File: src/rtl/mem_port_arbiter_if.sv
// Bundles the fetch port, data port and memory port of the shared-memory arbiter.
// Purely wiring, no latency.
// Ready and valid handshakes live here; the arbiter drives readys and responses.
interface mem_port_arbiter_if #(
   parameter int ADDR_WIDTH = 32,
   parameter int DATA_WIDTH = 32
);
   // fetch port
   logic                    if_req_valid_i;
   logic [ADDR_WIDTH-1:0]   if_req_addr_i;
   logic                    if_req_ready_o;
   logic                    if_flush_i;
   logic                    if_rsp_valid_o;
   logic [DATA_WIDTH-1:0]   if_rsp_rdata_o;
   // data port
   logic                    dm_req_valid_i;
   logic                    dm_req_we_i;
   logic [ADDR_WIDTH-1:0]   dm_req_addr_i;
   logic [DATA_WIDTH-1:0]   dm_req_wdata_i;
   logic [DATA_WIDTH/8-1:0] dm_req_be_i;
   logic                    dm_req_ready_o;
   logic                    dm_rsp_valid_o;
   logic [DATA_WIDTH-1:0]   dm_rsp_rdata_o;
   // memory port
   logic                    mem_req_o;
   logic                    mem_we_o;
   logic [ADDR_WIDTH-1:0]   mem_addr_o;
   logic [DATA_WIDTH-1:0]   mem_wdata_o;
   logic [DATA_WIDTH/8-1:0] mem_be_o;
   logic [DATA_WIDTH-1:0]   mem_rdata_i;
   // status
   logic                    busy_o;

   // arbiter side
   modport slave (
      input  if_req_valid_i, if_req_addr_i, if_flush_i,
      output if_req_ready_o, if_rsp_valid_o, if_rsp_rdata_o,
      input  dm_req_valid_i, dm_req_we_i, dm_req_addr_i, dm_req_wdata_i, dm_req_be_i,
      output dm_req_ready_o, dm_rsp_valid_o, dm_rsp_rdata_o,
      output mem_req_o, mem_we_o, mem_addr_o, mem_wdata_o, mem_be_o,
      input  mem_rdata_i,
      output busy_o
   );

   // requesters and memory side
   modport master (
      output if_req_valid_i, if_req_addr_i, if_flush_i,
      input  if_req_ready_o, if_rsp_valid_o, if_rsp_rdata_o,
      output dm_req_valid_i, dm_req_we_i, dm_req_addr_i, dm_req_wdata_i, dm_req_be_i,
      input  dm_req_ready_o, dm_rsp_valid_o, dm_rsp_rdata_o,
      input  mem_req_o, mem_we_o, mem_addr_o, mem_wdata_o, mem_be_o,
      output mem_rdata_i,
      input  busy_o
   );
endinterface

File: src/rtl/mem_port_arbiter.sv
// Shares one fixed-latency single-ported memory between fetch and data ports.
// Grant is combinational; response appears MEM_LATENCY cycles after grant, one idle-return cycle follows.
// Readys drop for the whole access; data port has priority, a starvation counter forces a fetch win.
module mem_port_arbiter #(
   parameter int ADDR_WIDTH   = 32,
   parameter int DATA_WIDTH   = 32,
   parameter int MEM_LATENCY  = 2,
   parameter int STARVE_LIMIT = 3
) (
   input logic               clk,
   input logic               rst_n,
   mem_port_arbiter_if.slave bus
);
   localparam int LW = (MEM_LATENCY > 1) ? $clog2(MEM_LATENCY) : 1;
   localparam int SW = $clog2(STARVE_LIMIT + 1);

   typedef enum logic {IDLE, BUSY} state_t;

   state_t          state;
   logic            owner_dm;
   logic            owner_we;
   logic [LW-1:0]   lat_cnt;
   logic [SW-1:0]   starve_cnt;
   logic            drop_if;

   logic            starved;
   logic            grant_dm;
   logic            grant_if;
   logic            rsp_cycle;

   // Arbitration: fetch beats data only once it has lost STARVE_LIMIT times in a row.
   always_comb begin
      starved   = bus.if_req_valid_i && (starve_cnt == SW'(STARVE_LIMIT));
      grant_dm  = rst_n && (state == IDLE) && bus.dm_req_valid_i && !starved;
      grant_if  = rst_n && (state == IDLE) && bus.if_req_valid_i && !grant_dm;
      rsp_cycle = rst_n && (state == BUSY) && (lat_cnt == '0);
   end

   // Output steering: winner's fields go straight to memory, response goes to the owner.
   always_comb begin
      bus.if_req_ready_o = 1'b0;
      bus.dm_req_ready_o = 1'b0;
      bus.mem_req_o      = 1'b0;
      bus.mem_we_o       = 1'b0;
      bus.mem_addr_o     = '0;
      bus.mem_wdata_o    = '0;
      bus.mem_be_o       = '0;
      bus.if_rsp_valid_o = 1'b0;
      bus.if_rsp_rdata_o = '0;
      bus.dm_rsp_valid_o = 1'b0;
      bus.dm_rsp_rdata_o = '0;
      bus.busy_o         = rst_n && (state == BUSY);
      if (grant_dm) begin
         bus.dm_req_ready_o = 1'b1;
         bus.mem_req_o      = 1'b1;
         bus.mem_we_o       = bus.dm_req_we_i;
         bus.mem_addr_o     = bus.dm_req_addr_i;
         bus.mem_wdata_o    = bus.dm_req_wdata_i;
         bus.mem_be_o       = bus.dm_req_be_i;
      end else if (grant_if) begin
         bus.if_req_ready_o = 1'b1;
         bus.mem_req_o      = 1'b1;
         bus.mem_addr_o     = bus.if_req_addr_i;
      end
      if (rsp_cycle) begin
         if (owner_dm) begin
            bus.dm_rsp_valid_o = 1'b1;
            bus.dm_rsp_rdata_o = owner_we ? '0 : bus.mem_rdata_i;
         end else if (!(drop_if || bus.if_flush_i)) begin
            // a flush arriving in the response cycle itself still kills the response
            bus.if_rsp_valid_o = 1'b1;
            bus.if_rsp_rdata_o = bus.mem_rdata_i;
         end
      end
   end

   // Access sequencer: IDLE grants, BUSY counts down the memory latency then returns to IDLE.
   always_ff @(posedge clk or negedge rst_n) begin
      if (!rst_n) begin
         state      <= IDLE;
         owner_dm   <= 1'b0;
         owner_we   <= 1'b0;
         lat_cnt    <= '0;
         starve_cnt <= '0;
         drop_if    <= 1'b0;
      end else begin
         case (state)
            IDLE: begin
               if (grant_dm || grant_if) begin
                  state    <= BUSY;
                  lat_cnt  <= LW'(MEM_LATENCY - 1);
                  owner_dm <= grant_dm;
                  owner_we <= grant_dm && bus.dm_req_we_i;
                  drop_if  <= grant_if && bus.if_flush_i;
               end else begin
                  drop_if  <= 1'b0;
               end
               if (grant_if) begin
                  starve_cnt <= '0;
               end else if (grant_dm && bus.if_req_valid_i &&
                            (starve_cnt != SW'(STARVE_LIMIT))) begin
                  starve_cnt <= starve_cnt + 1'b1;
               end
            end
            BUSY: begin
               if (!owner_dm && bus.if_flush_i) begin
                  drop_if <= 1'b1;
               end
               if (lat_cnt == '0) begin
                  state   <= IDLE;
                  drop_if <= 1'b0;
               end else begin
                  lat_cnt <= lat_cnt - 1'b1;
               end
            end
            default: begin
               state <= IDLE;
            end
         endcase
      end
   end
endmodule

File: src/flat_wrapper.sv
// flat-port wrapper written by rule: the top's interface ports become plain ports
module mem_port_arbiter_flat 
#(
   parameter int ADDR_WIDTH   = 32,
   parameter int DATA_WIDTH   = 32,
   parameter int MEM_LATENCY  = 2,
   parameter int STARVE_LIMIT = 3
)
  (clk, rst_n, bus_if_req_valid_i, bus_if_req_addr_i, bus_if_flush_i, bus_if_req_ready_o, bus_if_rsp_valid_o, bus_if_rsp_rdata_o, bus_dm_req_valid_i, bus_dm_req_we_i, bus_dm_req_addr_i, bus_dm_req_wdata_i, bus_dm_req_be_i, bus_dm_req_ready_o, bus_dm_rsp_valid_o, bus_dm_rsp_rdata_o, bus_mem_req_o, bus_mem_we_o, bus_mem_addr_o, bus_mem_wdata_o, bus_mem_be_o, bus_mem_rdata_i, bus_busy_o);
  mem_port_arbiter_if #(.ADDR_WIDTH(ADDR_WIDTH), .DATA_WIDTH(DATA_WIDTH)) bus_i ();
  input logic clk;
  input logic rst_n;
  input wire logic [$bits(bus_i.if_req_valid_i)-1:0] bus_if_req_valid_i;
  input wire logic [$bits(bus_i.if_req_addr_i)-1:0] bus_if_req_addr_i;
  input wire logic [$bits(bus_i.if_flush_i)-1:0] bus_if_flush_i;
  output wire logic [$bits(bus_i.if_req_ready_o)-1:0] bus_if_req_ready_o;
  output wire logic [$bits(bus_i.if_rsp_valid_o)-1:0] bus_if_rsp_valid_o;
  output wire logic [$bits(bus_i.if_rsp_rdata_o)-1:0] bus_if_rsp_rdata_o;
  input wire logic [$bits(bus_i.dm_req_valid_i)-1:0] bus_dm_req_valid_i;
  input wire logic [$bits(bus_i.dm_req_we_i)-1:0] bus_dm_req_we_i;
  input wire logic [$bits(bus_i.dm_req_addr_i)-1:0] bus_dm_req_addr_i;
  input wire logic [$bits(bus_i.dm_req_wdata_i)-1:0] bus_dm_req_wdata_i;
  input wire logic [$bits(bus_i.dm_req_be_i)-1:0] bus_dm_req_be_i;
  output wire logic [$bits(bus_i.dm_req_ready_o)-1:0] bus_dm_req_ready_o;
  output wire logic [$bits(bus_i.dm_rsp_valid_o)-1:0] bus_dm_rsp_valid_o;
  output wire logic [$bits(bus_i.dm_rsp_rdata_o)-1:0] bus_dm_rsp_rdata_o;
  output wire logic [$bits(bus_i.mem_req_o)-1:0] bus_mem_req_o;
  output wire logic [$bits(bus_i.mem_we_o)-1:0] bus_mem_we_o;
  output wire logic [$bits(bus_i.mem_addr_o)-1:0] bus_mem_addr_o;
  output wire logic [$bits(bus_i.mem_wdata_o)-1:0] bus_mem_wdata_o;
  output wire logic [$bits(bus_i.mem_be_o)-1:0] bus_mem_be_o;
  input wire logic [$bits(bus_i.mem_rdata_i)-1:0] bus_mem_rdata_i;
  output wire logic [$bits(bus_i.busy_o)-1:0] bus_busy_o;
  assign bus_i.if_req_valid_i = bus_if_req_valid_i;
  assign bus_i.if_req_addr_i = bus_if_req_addr_i;
  assign bus_i.if_flush_i = bus_if_flush_i;
  assign bus_if_req_ready_o = bus_i.if_req_ready_o;
  assign bus_if_rsp_valid_o = bus_i.if_rsp_valid_o;
  assign bus_if_rsp_rdata_o = bus_i.if_rsp_rdata_o;
  assign bus_i.dm_req_valid_i = bus_dm_req_valid_i;
  assign bus_i.dm_req_we_i = bus_dm_req_we_i;
  assign bus_i.dm_req_addr_i = bus_dm_req_addr_i;
  assign bus_i.dm_req_wdata_i = bus_dm_req_wdata_i;
  assign bus_i.dm_req_be_i = bus_dm_req_be_i;
  assign bus_dm_req_ready_o = bus_i.dm_req_ready_o;
  assign bus_dm_rsp_valid_o = bus_i.dm_rsp_valid_o;
  assign bus_dm_rsp_rdata_o = bus_i.dm_rsp_rdata_o;
  assign bus_mem_req_o = bus_i.mem_req_o;
  assign bus_mem_we_o = bus_i.mem_we_o;
  assign bus_mem_addr_o = bus_i.mem_addr_o;
  assign bus_mem_wdata_o = bus_i.mem_wdata_o;
  assign bus_mem_be_o = bus_i.mem_be_o;
  assign bus_i.mem_rdata_i = bus_mem_rdata_i;
  assign bus_busy_o = bus_i.busy_o;
  mem_port_arbiter #(.ADDR_WIDTH(ADDR_WIDTH), .DATA_WIDTH(DATA_WIDTH), .MEM_LATENCY(MEM_LATENCY), .STARVE_LIMIT(STARVE_LIMIT)) u_core (.clk(clk), .rst_n(rst_n), .bus(bus_i));
endmodule
File: config.mk
export PLATFORM = sky130hd
export DESIGN_NAME = mem_port_arbiter_flat
export DESIGN_NICKNAME = d
export VERILOG_FILES = /design/src/rtl/mem_port_arbiter_if.sv /design/src/rtl/mem_port_arbiter.sv /design/src/flat_wrapper.sv
export SDC_FILE = /design/constraint.sdc
export NUM_CORES = 1
export LEC_CHECK = 0
export CAP_MARGIN = 25
export CORE_AREA = 2 2 108 110
export CTS_CLUSTER_SIZE = 40
export DETAILED_ROUTE_END_ITERATION = 10
export DIE_AREA = 0 0 110 112
export GPL_ROUTABILITY_DRIVEN = 1
export SYNTH_ARGS = -nofsm -noshare
export SYNTH_HDL_FRONTEND = slang
export SYNTH_SLANG_ARGS = --single-unit
File: constraint.sdc
create_clock -name clk -period 1.9 [get_ports clk]
set_input_delay 0.19 -clock clk [delete_from_list [all_inputs] [get_ports clk]]
set_output_delay 0.19 -clock clk [all_outputs]
set_load 0.05 [all_outputs]
Yosys cells after proc, flatten, opt, wreduce, memory -nomap -nowiden
Cells that the tools add are included.
{ "totals": {"output_inout_bits": 139, "ff_bits": 7, "input_bits": 138} }
{ "op_classes": {"n_bitwise": 2, "n_eq_ne": 4, "muxes": 32, "n_reduce_logical": 21, "addsub": 2} }
{ "ops": {"columns": ["op", "n"], "rows": [
  ["2-to-1 mux 32 bit", 9],
  ["2-to-1 mux 1 bit", 17],
  ["logical AND 1 bit", 13],
  ["case mux 1 bit (2 select lines)", 3],
  ["2-to-1 mux 2 bit", 2],
  ["2-to-1 mux 4 bit", 1],
  ["inequality test 2 bit (second input constant)", 2],
  ["AND reduction 2 bit", 2],
  ["zero test 1 bit", 3],
  ["inequality test 3 bit (second input constant)", 1],
  ["adder 2 x 1 -> 2 bit (second input constant)", 1],
  ["equality test 2 bit (second input constant)", 1],
  ["logical OR 1 bit", 2],
  ["NOT 1 bit", 2],
  ["nonzero test 2 bit", 1],
  ["subtractor 1 bit (second input constant)", 1]
]} }

Logic depth before layout (Yosys ltp)
Gate-level depths: netlist (run 1).
{ "logic_depth": {"word_depth": 9, "mapped_depth": 6} }

Least setup slack after synthesis (run 1)
OpenSTA, ideal clock, no wires.
{ "synth_path": {"kind": "flip-flop to output port", "start": "register u_core.state", "end": "output port bus_if_rsp_rdata_o[22]", "stages_incl_launch_ff": 5, "n_path_buf": 1, "t_arrival_ps": 1928, "slack_ps": -218, "t_required_ps": 1710, "path_cell_list": "dfrtp_1 -> and2_1 -> and3_1 -> buf_2 -> and2_1"} }
{ "synth_via": {"elab_chain_cells": 3} }
{ "synth_rtl": {"columns": ["element", "line", "rtl"], "rows": [
  ["start, declared", "mem_port_arbiter.sv:19", "state_t state;"],
  ["start signal, assigned", "mem_port_arbiter.sv:80", "state <= IDLE;"],
  ["start signal, assigned", "mem_port_arbiter.sv:90", "state <= BUSY;"],
  ["start signal, assigned", "mem_port_arbiter.sv:110", "state <= IDLE;"],
  ["logical AND 1 bit", null, null],
  ["net bus_busy_o", "flat_wrapper.sv:33", "output wire logic [$bits(bus_i.busy_o)-1:0] bus_busy_o;"],
  ["logical AND 1 bit", "mem_port_arbiter.sv:36", "rsp_cycle = rst_n && (state == BUSY) && (lat_cnt == '0);"],
  ["2-to-1 mux 32 bit", "mem_port_arbiter.sv:65", "if (rsp_cycle) begin"],
  ["end, declared", "flat_wrapper.sv:18", "output wire logic [$bits(bus_i.if_rsp_rdata_o)-1:0] bus_if_rsp_rdata_o;"]
]} }
The timed path passes the listed nets, and every way through them passes these cells.

Final worst setup path (run 1)
{ "layout_path": {"start": "register u_core.starve_cnt[1]", "end": "output port bus_mem_addr_o[18]"} }
{ "layout_via": {"elab_chain_cells": 8} }
{ "layout_rtl": {"columns": ["element", "line", "rtl"], "rows": [
  ["start, declared", "mem_port_arbiter.sv:23", "logic [SW-1:0] starve_cnt;"],
  ["start signal, assigned", "mem_port_arbiter.sv:102", "starve_cnt <= starve_cnt + 1'b1;"],
  ["equality test 2 bit *", "mem_port_arbiter.sv:33", "starved = bus.if_req_valid_i && (starve_cnt == SW'(STARVE_LIMIT));"],
  ["logical AND 1 bit *", "mem_port_arbiter.sv:33", null],
  ["zero test 1 bit *", "mem_port_arbiter.sv:34", "grant_dm = rst_n && (state == IDLE) && bus.dm_req_valid_i && !starved;"],
  ["logical AND 1 bit *", "mem_port_arbiter.sv:34", null],
  ["zero test 1 bit", "mem_port_arbiter.sv:35", "grant_if = rst_n && (state == IDLE) && bus.if_req_valid_i && !grant_dm;"],
  ["logical AND 1 bit", "mem_port_arbiter.sv:35", null],
  ["2-to-1 mux 32 bit", "mem_port_arbiter.sv:60", "end else if (grant_if) begin"],
  ["2-to-1 mux 32 bit *", "mem_port_arbiter.sv:53", "if (grant_dm) begin"],
  ["end, declared", "flat_wrapper.sv:29", "output wire logic [$bits(bus_i.mem_addr_o)-1:0] bus_mem_addr_o;"]
]} }
Mark *: on every way between the ends. The rest lies on a longest branch, timed or not.

==> summary.md, run 1 <==
| Metric | Value |
|---|---|
| Crit share post-route | 101.4% |
| Power, Total | 3593 µW |
| Die area | 12320 µm² |
| Area grow syn2layout | 342.0% |
| Largest net degree at the start of global routing | 35 |
| Placed Area | 5773 µm² |
| Setup TNS | -0.3007 ns |
| Count of endpoints failing setup in the final report | 21 |
| Share of layout cells above drive strength 1 | 45.38% |
| Max-Cap Viols | 0 |
| Syn avg cell area | 7.473 µm² |
| Most frequent cell after synthesis | and2_1 |
| Fin nets | 605 |
| Power Dens Cells | 587.9 nW/µm² |
| FF-to-FF setup slack | 0.46 ns |
| Main flop type after synthesis | dfrtp_1 |
| Crit start category | register |
| DRT antenna net count | 0 |
| Io pins | 277 |
| ANT cells | 0 |
| RR Endpoint | u_core.owner_we$_DFFE_PN0P_ |
| Pre-antenna DRT Iters | 3 |
| Worst-Skew Late Latency | 0.23 ns |
| Slew Limit Fails | 0 |
| Worst reg-to-reg path cell count | 6 |
| RePlAce Congestion | 0.7800 |
| Maximum vdd drop | 392.7 µV |
| Setup Skew | 0.002347 ns |
| TritonCTS clock tree | built |
| Syn Nets | 324 |
| Register area share after synthesis | 12.67% |
| Rows | 39 |
| Clock Sinks | 7 |
| Max H-tree Level | 1 |
| Synthesized flop and latch total | 7 |
| Die Span Y | 112 µm |
| Die X | 110 µm |
| Vias | 2479 |
| Synth area leaders | and2_1, a22o_1, dfrtp_1 |
| Status | complete, but fails checks |
| Worst EP arrival | 1.74 ns |
| DPL Wire Length | 8500 µm |
| Routed WL per cell | 15.88 µm |
| Number of flops mapped to enable cells by yosys | 0 |
| Yosys warns | 0 |
| Vias in the first global route | 2690 |
| Vias per Instance | 4.077 |
| First-pass GRT wire length | 13710 µm |
| Crit Path Class | register to output pin |
| Pleak | 0.002555 µW |
| Crit Path Max Fanout | 12 |
| Unique cell type count in the Yosys netlist | 22 |
| Internal power | 2030 µW |
| Final WS setup | -0.02630 ns |
| Bufs on Longest Clock Path | 2 |
| Failing checks | setup timing |
| Initial antenna violation count | 0 |
| Final hold vios | 0 |
| I/O Buffers | 276 |
| Sw power | 1563 µW |
| Initial Util | 12.37% |
| Clock power share | 9.9% |
| Post-synth top area share | 46.15% |
| Fraction of power consumed by sequential logic | 7.1% |
| Worst slew pin tran | 0.2742 ns |
| Final Cell Area | 6111 µm² |
| DRC | 0 |
| Power share of the combinational group | 83.0% |
| Top achievable clock speed | 0.5191 GHz |
| Post-Synthesis Cell Area | 1383 µm² |
| Total Wirelength | 9652 µm |
| Gr usage total | 14.41% |
| Tmin final | 1.926 ns |
| Slew margin rel. | 81.53% |
| CTS Root Buffer Type | clkbuf_16 |
| CP endpoint kind | output pin |
| R2R Path Start | u_core.starve_cnt[1]$_DFFE_PN0P_ |
| Worst path required time | 1.71 ns |
| TritonCTS buffer count | 3 |
| Placeable Area | 11170 µm² |
| HP Class | input pin to asynchronous set/reset pin |
| Top cell type by total area after synthesis | and2_1 |
| Grt ovf | 0 |
| Post-synth ARST share | 100.0% |
| Mapped Cells | 185 |
| Top post-synthesis cells by count | and2_1, a22o_1, clkbuf_2, dfrtp_1, nand2_1 |
| Net Sw Frac | 43.49% |
| DR iter-0 viols | 67 |
| CTS clk-pin slew, worst paths | 0.04 ns |
| RSZ-0062 raised after global routing | yes |
[cell usage in the layout, fill, tap and decap left out, types with 2 or more instances in the layout]
| cell type | instances |
|---|---|
| buf_4 | 8 |
| a22o_1 | 22 |
| and2_1 | 66 |
| clkdlybuf4s50_1 | 136 |
| nor2b_2 | 2 |
| o21ai_0 | 2 |
| and2_4 | 26 |
| dfrtp_1 | 7 |
| a21oi_1 | 2 |
| clkbuf_16 | 3 |
| nand2_1 | 5 |
| buf_12 | 145 |
| a22o_4 | 11 |
| and2_2 | 10 |
| inv_1 | 3 |
| a21o_1 | 2 |
[layer usage]
| layer | track usage [%] | part of all wire, % | vias to the layer above | routed length (µm) |
|---|---|---|---|---|
| li1 | - | - | 1181 | - |
| met1 | 11.73 | 28 | 1102 | 2719 |
| met2 | 30.31 | 57 | 179 | 5502 |
| met3 | 4.801 | 12 | 17 | 1189 |
| met4 | 4.726 | 2.5 | 0 | 240 |
| met5 | 0 | 0 | - | 0 |
[how the worst max path moves through the flow]
stage | start | to | slack, ns
2_1_floorplan | u_core.state$_DFF_PN0_ | bus_if_rsp_rdata_o[22] | 0.07
3_3_place_gp | rst_n | bus_mem_addr_o[31] | -0.07
3_5_place_dp | rst_n | bus_mem_addr_o[10] | -0.12
4_1_cts | u_core.starve_cnt[1]$_DFFE_PN0P_ | bus_mem_addr_o[15] | -0.03
5_1_grt | u_core.starve_cnt[1]$_DFFE_PN0P_ | bus_mem_addr_o[13] | -0.08
6_report | u_core.starve_cnt[1]$_DFFE_PN0P_ | bus_mem_addr_o[18] | -0.03
[critical path: stages, from the launching register on]
cell,delay [ns]
dfrtp_1,0.36
ha_2,0.20
nand2_1,0.05
and3_4,0.20
buf_12,0.14
buf_12,0.14
a22o_1,0.27
buf_12,0.16
[state kept, by name (all words and copies together) (netlist names)]
register           count
u_core.state           1
u_core.owner_we        1
u_core.starve_cnt      2
u_core.lat_cnt         1
u_core.drop_if         1
u_core.owner_dm        1
[logic make-up (layout without fill, tap and decap cells)]
family / after synthesis / in the layout / share of synthesized area (%)
AND/OR/NAND/NOR: 117 / 117 / 52.85
AO/OA/AOI/OAI: 40 / 40 / 24.07
flip-flops: 7 / 7 / 12.67
adder cells (fa/ha/maj): 1 / 1 / 0.9048
buffers and inverters: 20 / 300 / 9.502
[per-stage QoR]
stage / hold slack (ns) / worst slack, ns / instances / util, %
2_1_floorplan: -0.1056 / 0.07190 / 185 / -
5_1_grt: 0.1363 / -0.07961 / 608 / 54.69
4_1_cts: 0.1082 / -0.03077 / 608 / 53.58
6_report: 0.1040 / -0.02630 / 608 / 54.69
3_3_place_gp: 0.4078 / -0.07183 / 599 / 51.66
3_5_place_dp: 0.4235 / -0.1240 / 599 / 51.66
[layout make-up]
cell class | instances | area, µm²
clock buffer | 4 | 78.83
fill | 923 | 5064
inverter | 3 | 11.26
multi-input combinational | 158 | 1264
sequential | 7 | 175.2
tap | 143 | 178.9
timing repair buffer | 293 | 4403
[power groups by stage]
stage / registers (µW) / logic (µW) / clock network (µW)
after floorplan: 242 / 1290 / 0
after global placement: 251 / 2800 / 0
after detailed placement: 260 / 2820 / 0
after CTS: 255 / 2940 / 362
after global routing: 264 / 3100 / 376
final: 256 / 2980 / 355
[timing repair]
item                                    CTS  global route
cloned                                    2             0
hold buffers                              1             0
pin swaps                                13            14
resized for setup                        12            31
buffers inserted                          2             0
hold endpoints to repair                  1             0
endpoints found under the setup margin  102            46
No activity file was read; power rests on OpenSTA's default activity.
==> run 2, diff against run 1 <==
--- a/config.mk
+++ b/config.mk
@@ -5,12 +5,14 @@
 export SDC_FILE = /design/constraint.sdc
 export NUM_CORES = 1
 export LEC_CHECK = 0
+export ABC_AREA = 1
 export CAP_MARGIN = 25
 export CORE_AREA = 2 2 108 110
 export CTS_CLUSTER_SIZE = 40
 export DETAILED_ROUTE_END_ITERATION = 10
 export DIE_AREA = 0 0 110 112
 export GPL_ROUTABILITY_DRIVEN = 1
+export SETUP_SLACK_MARGIN = 0.3
 export SYNTH_ARGS = -nofsm -noshare
 export SYNTH_HDL_FRONTEND = slang
 export SYNTH_SLANG_ARGS = --single-unit
==> constraint.sdc (replaced) <==
create_clock -name clk -period 2.36 [get_ports clk]
set_input_delay 0.236 -clock clk [delete_from_list [all_inputs] [get_ports clk]]
set_output_delay 0.236 -clock clk [all_outputs]
set_load 0.05 [all_outputs]
==> summary.md, run 2 <==
| Metric | Value |
|---|---|
| Status | finished clean |
| First-pass GRT wire length | 14110 µm (+2.9%) |
| CP endpoint kind | output pin |
| RSZ-0062 raised after global routing | yes |
| Post-synth top area share | 26.43% (-20 points) |
| Compound-cell area share of the yosys netlist | 2.328% (-22 points) |
| Post-synthesis xor/xnor area fraction | 0% (unchanged) |
| Total Wirelength | 9805 µm (+1.6%) |
| Power Dens Cells | 465.7 nW/µm² (-21%) |
| Vias per Instance | 3.854 (-5.5%) |
| Worst slew pin tran | 0.3577 ns (+0.08347 ns) |
| Worst path required time | 2.12 ns (+0.41 ns) |
| Crit share post-route | 85.02% |
| M1 GR Usage | 14.34% (+2.6 points) |
| Commonest non-fill, non-tap cells in the layout | clkdlybuf4s50_1, buf_12, nand2_1 |
| ANT cells | 0 (unchanged) |
| Largest net degree at the start of global routing | 33 (-5.7%) |
| Max H-tree Level | 1 (unchanged) |
| Die X | 110 µm (unchanged) |
| Pleak | 0.002930 µW (+15%) |
| Routed WL per cell | 12.82 µm (-19%) |
| Slew Limit Fails | 0 (unchanged) |
| Vias | 2948 (+19%) |
| DPL Wire Length | 7769 µm (-8.6%) |
| I/O Buffers | 276 (unchanged) |
| Clock power share | 9.8% (about the same) |
| Setup TNS | 0 ns (+0.3007 ns) |
| Yosys warns | 0 (unchanged) |
| Clock Sinks | 7 (unchanged) |
| Combinational family with the most area after synthesis | simple AND/OR/NAND/NOR gates |
| FF-to-FF setup slack | 0.97 ns (+0.51 ns) |
| CTS Hold Bufs | 0 (-1) |
| Initial Util | 13.47% (+1.1 points) |
| Crit Path Max Fanout | 5 (-7) |
| Slew margin rel. | 76.16% (-5.4 points) |
| DRT antenna net count | 0 (unchanged) |
| Worst-Skew Late Latency | 0.23 ns (about the same) |
| Most frequent cell after synthesis | nand2_1 |
| Finished Layout Cells | 765 (+26%) |
| TritonCTS buffer count | 3 (unchanged) |
| Power share of the combinational group | 83.4% (+0.4 points) |
| Top cell type by total area after synthesis | nand2_1 |
| Setup Skew | 0.0003474 ns (-0.002000 ns) |
| Max reg flops | 2 (unchanged) |
| Mux contribution to synthesized area | 0% (unchanged) |
| Vias in the first global route | 2872 (+6.8%) |
| Largest Register | u_core.starve_cnt |
| Fraction of power consumed by sequential logic | 6.8% (-0.3 points) |
| Count of endpoints failing setup in the final report | 0 (-100%) |
| Max-Cap Viols | 0 (unchanged) |
| Syn Nets | 469 (+45%) |
| Die area | 12320 µm² (unchanged) |
| Post-synth ARST share | 100.0% (unchanged) |
| Simple logic cell fraction of the synthesized area | 56.53% (+3.7 points) |
| Register area share after synthesis | 11.64% (-1.0 points) |
| Final hold vios | 0 (unchanged) |
| Unique cell type count in the Yosys netlist | 20 (-9.1%) |
| Placeable Area | 11170 µm² (unchanged) |
| Crit Path Class | input pin to output pin |
| Initial antenna violation count | 0 (unchanged) |
| Pre-antenna DRT Iters | 4 (+1) |
| RePlAce Congestion | 0.7980 (+2.3%) |
| Top achievable clock speed | 0.4984 GHz |
| Maximum vdd drop | 299.8 µV (-24%) |
| Post-Synthesis Cell Area | 1505 µm² (+8.9%) |
| DR iter-0 viols | 98 (+46%) |
| Slowest stage cell on the critical path | clkdlybuf4s50_1 |
| Main flop type after synthesis | dfrtp_1 |
| Area grow syn2layout | 319.0% |
| Syn avg cell area | 4.561 µm² (-39%) |
| CTS clk-pin slew, worst paths | 0.04 ns (about the same) |
| CP peak stage delay | 0.43 ns (+0.07 ns) |
| Mapped Cells | 330 (+78%) |
| Crit start category | input pin |
| DRC | 0 (unchanged) |
| GRT busiest layer | met2 |
| TritonCTS clock tree | built |
| Number of flops mapped to enable cells by yosys | 0 (unchanged) |
| Worst EP arrival | 1.77 ns (+0.03 ns) |
| Most common cell after layout, fill and taps aside | clkdlybuf4s50_1 |
| Fin nets | 762 (+26%) |
| Grt ovf | 0 (unchanged) |
| Synthesized flop and latch total | 7 (unchanged) |
| CTS Root Buffer Type | clkbuf_16 |
| Tmin final | 2.006 ns |
| Dpl cells | 742 (+24%) |
| Rows | 39 (unchanged) |
| Io pins | 277 (unchanged) |
| Internal power | 1476 µW (-27%) |
| Net Sw Frac | 49.74% (+6.2 points) |
| Crit-path cells | clkdlybuf4s50_1 -> nor2_1 -> inv_1 -> nor3_4 -> clkinv_4 -> buf_4 -> buf_6 -> nor2_2 -> buf_12 |
| HP Class | input pin to asynchronous set/reset pin |
| Area share of fa/ha/maj cells after synthesis | 0.8313% (-0.074 points) |
| Routing usage on met2 | 29.12% (-1.2 points) |
| Share of layout cells above drive strength 1 | 41.80% (-3.6 points) |
| Synth area leaders | nand2_1, nor2_1, inv_1 |
| Sw power | 1461 µW (-6.5%) |
| Top post-synthesis cells by count | nand2_1, nor2_1, inv_1 |
| Die Span Y | 112 µm (unchanged) |
| Gr usage total | 14.50% (+0.094 points) |
| Bufs on Longest Clock Path | 2 (unchanged) |
| GR Util met3 | 3.513% (-1.3 points) |
| Power, Total | 2937 µW (-18%) |
## run 2: stage by stage
stage / hold WS (ns) / area [µm²] / util (%) / setup slack [ns]
floorplan: -0.05959 / 1800 / - / 0.1980
finish: 0.1785 / 6306 / 56.43 / 0.3536
global route: 0.2147 / 6306 / 56.43 / 0.2522
global placement: 0.4671 / 5689 / 50.91 / 0.1846
CTS: 0.1814 / 6035 / 54.00 / 0.2978
detailed placement: 0.4691 / 5689 / 50.91 / 0.1563
## run 2: repair_timing
item,in CTS,in global routing
endpoints found under the setup margin,63,72
pin swaps,3,2
hold endpoints to repair,0,0
resized for setup,27,57
gates cloned,4,2
buffers inserted,7,6
## run 2: logic make-up after synthesis
family	Yosys count
flops	7
compound gates	7
buf+inv	98
fa+ha+maj	1
simple gates	217
## run 2: path summary, 6_finish.rpt
check	start	to	cells after the start
max reg2reg	u_core.starve_cnt[0]$_DFFE_PN0P_	u_core.starve_cnt[0]$_DFFE_PN0P_	8
min	rst_n	u_core.drop_if$_DFFE_PN0P_	3
min reg2reg	u_core.owner_we$_DFFE_PN0P_	u_core.owner_we$_DFFE_PN0P_	2
max in group asynchronous	rst_n	u_core.starve_cnt[0]$_DFFE_PN0P_	3
max	bus_if_flush_i	bus_if_rsp_rdata_o[10]	9
min in group clk	u_core.owner_we$_DFFE_PN0P_	u_core.owner_we$_DFFE_PN0P_	2
## run 2: layout make-up
| type | instances | area [µm²] |
|---|---|---|
| Clock buffer | 4 | 78.83 |
| Multi-Input combinational cell | 225 | 1324 |
| Sequential cell | 7 | 175.2 |
| Timing Repair Buffer | 304 | 4230 |
| Tap cell | 143 | 178.9 |
| Fill cell | 971 | 4868 |
| Inverter | 82 | 319.1 |
## run 2: worst max-delay path, delay by kind of cell
family                 cells  cell delay [ns]
buffers and inverters      6             1.07
and+or+nand+nor            3             0.46
## run 2: layer usage
layer	part of all wire, %	up-vias	routed length [µm]
met5	0	-	0
met4	1.4	0	140
met3	10	10	1020
met2	55	158	5438
met1	33	1280	3206
li1	-	1500	-
## run 2: power by group through the flow
stage                     logic [µW]  registers [µW]  clock network (µW)
after floorplan                 1190             195                   0
after global placement          2190             203                   0
after detailed placement        2210             205                   0
after CTS                       2360             201                 291
after global routing            2570             209                 301
final                           2450             200                 287
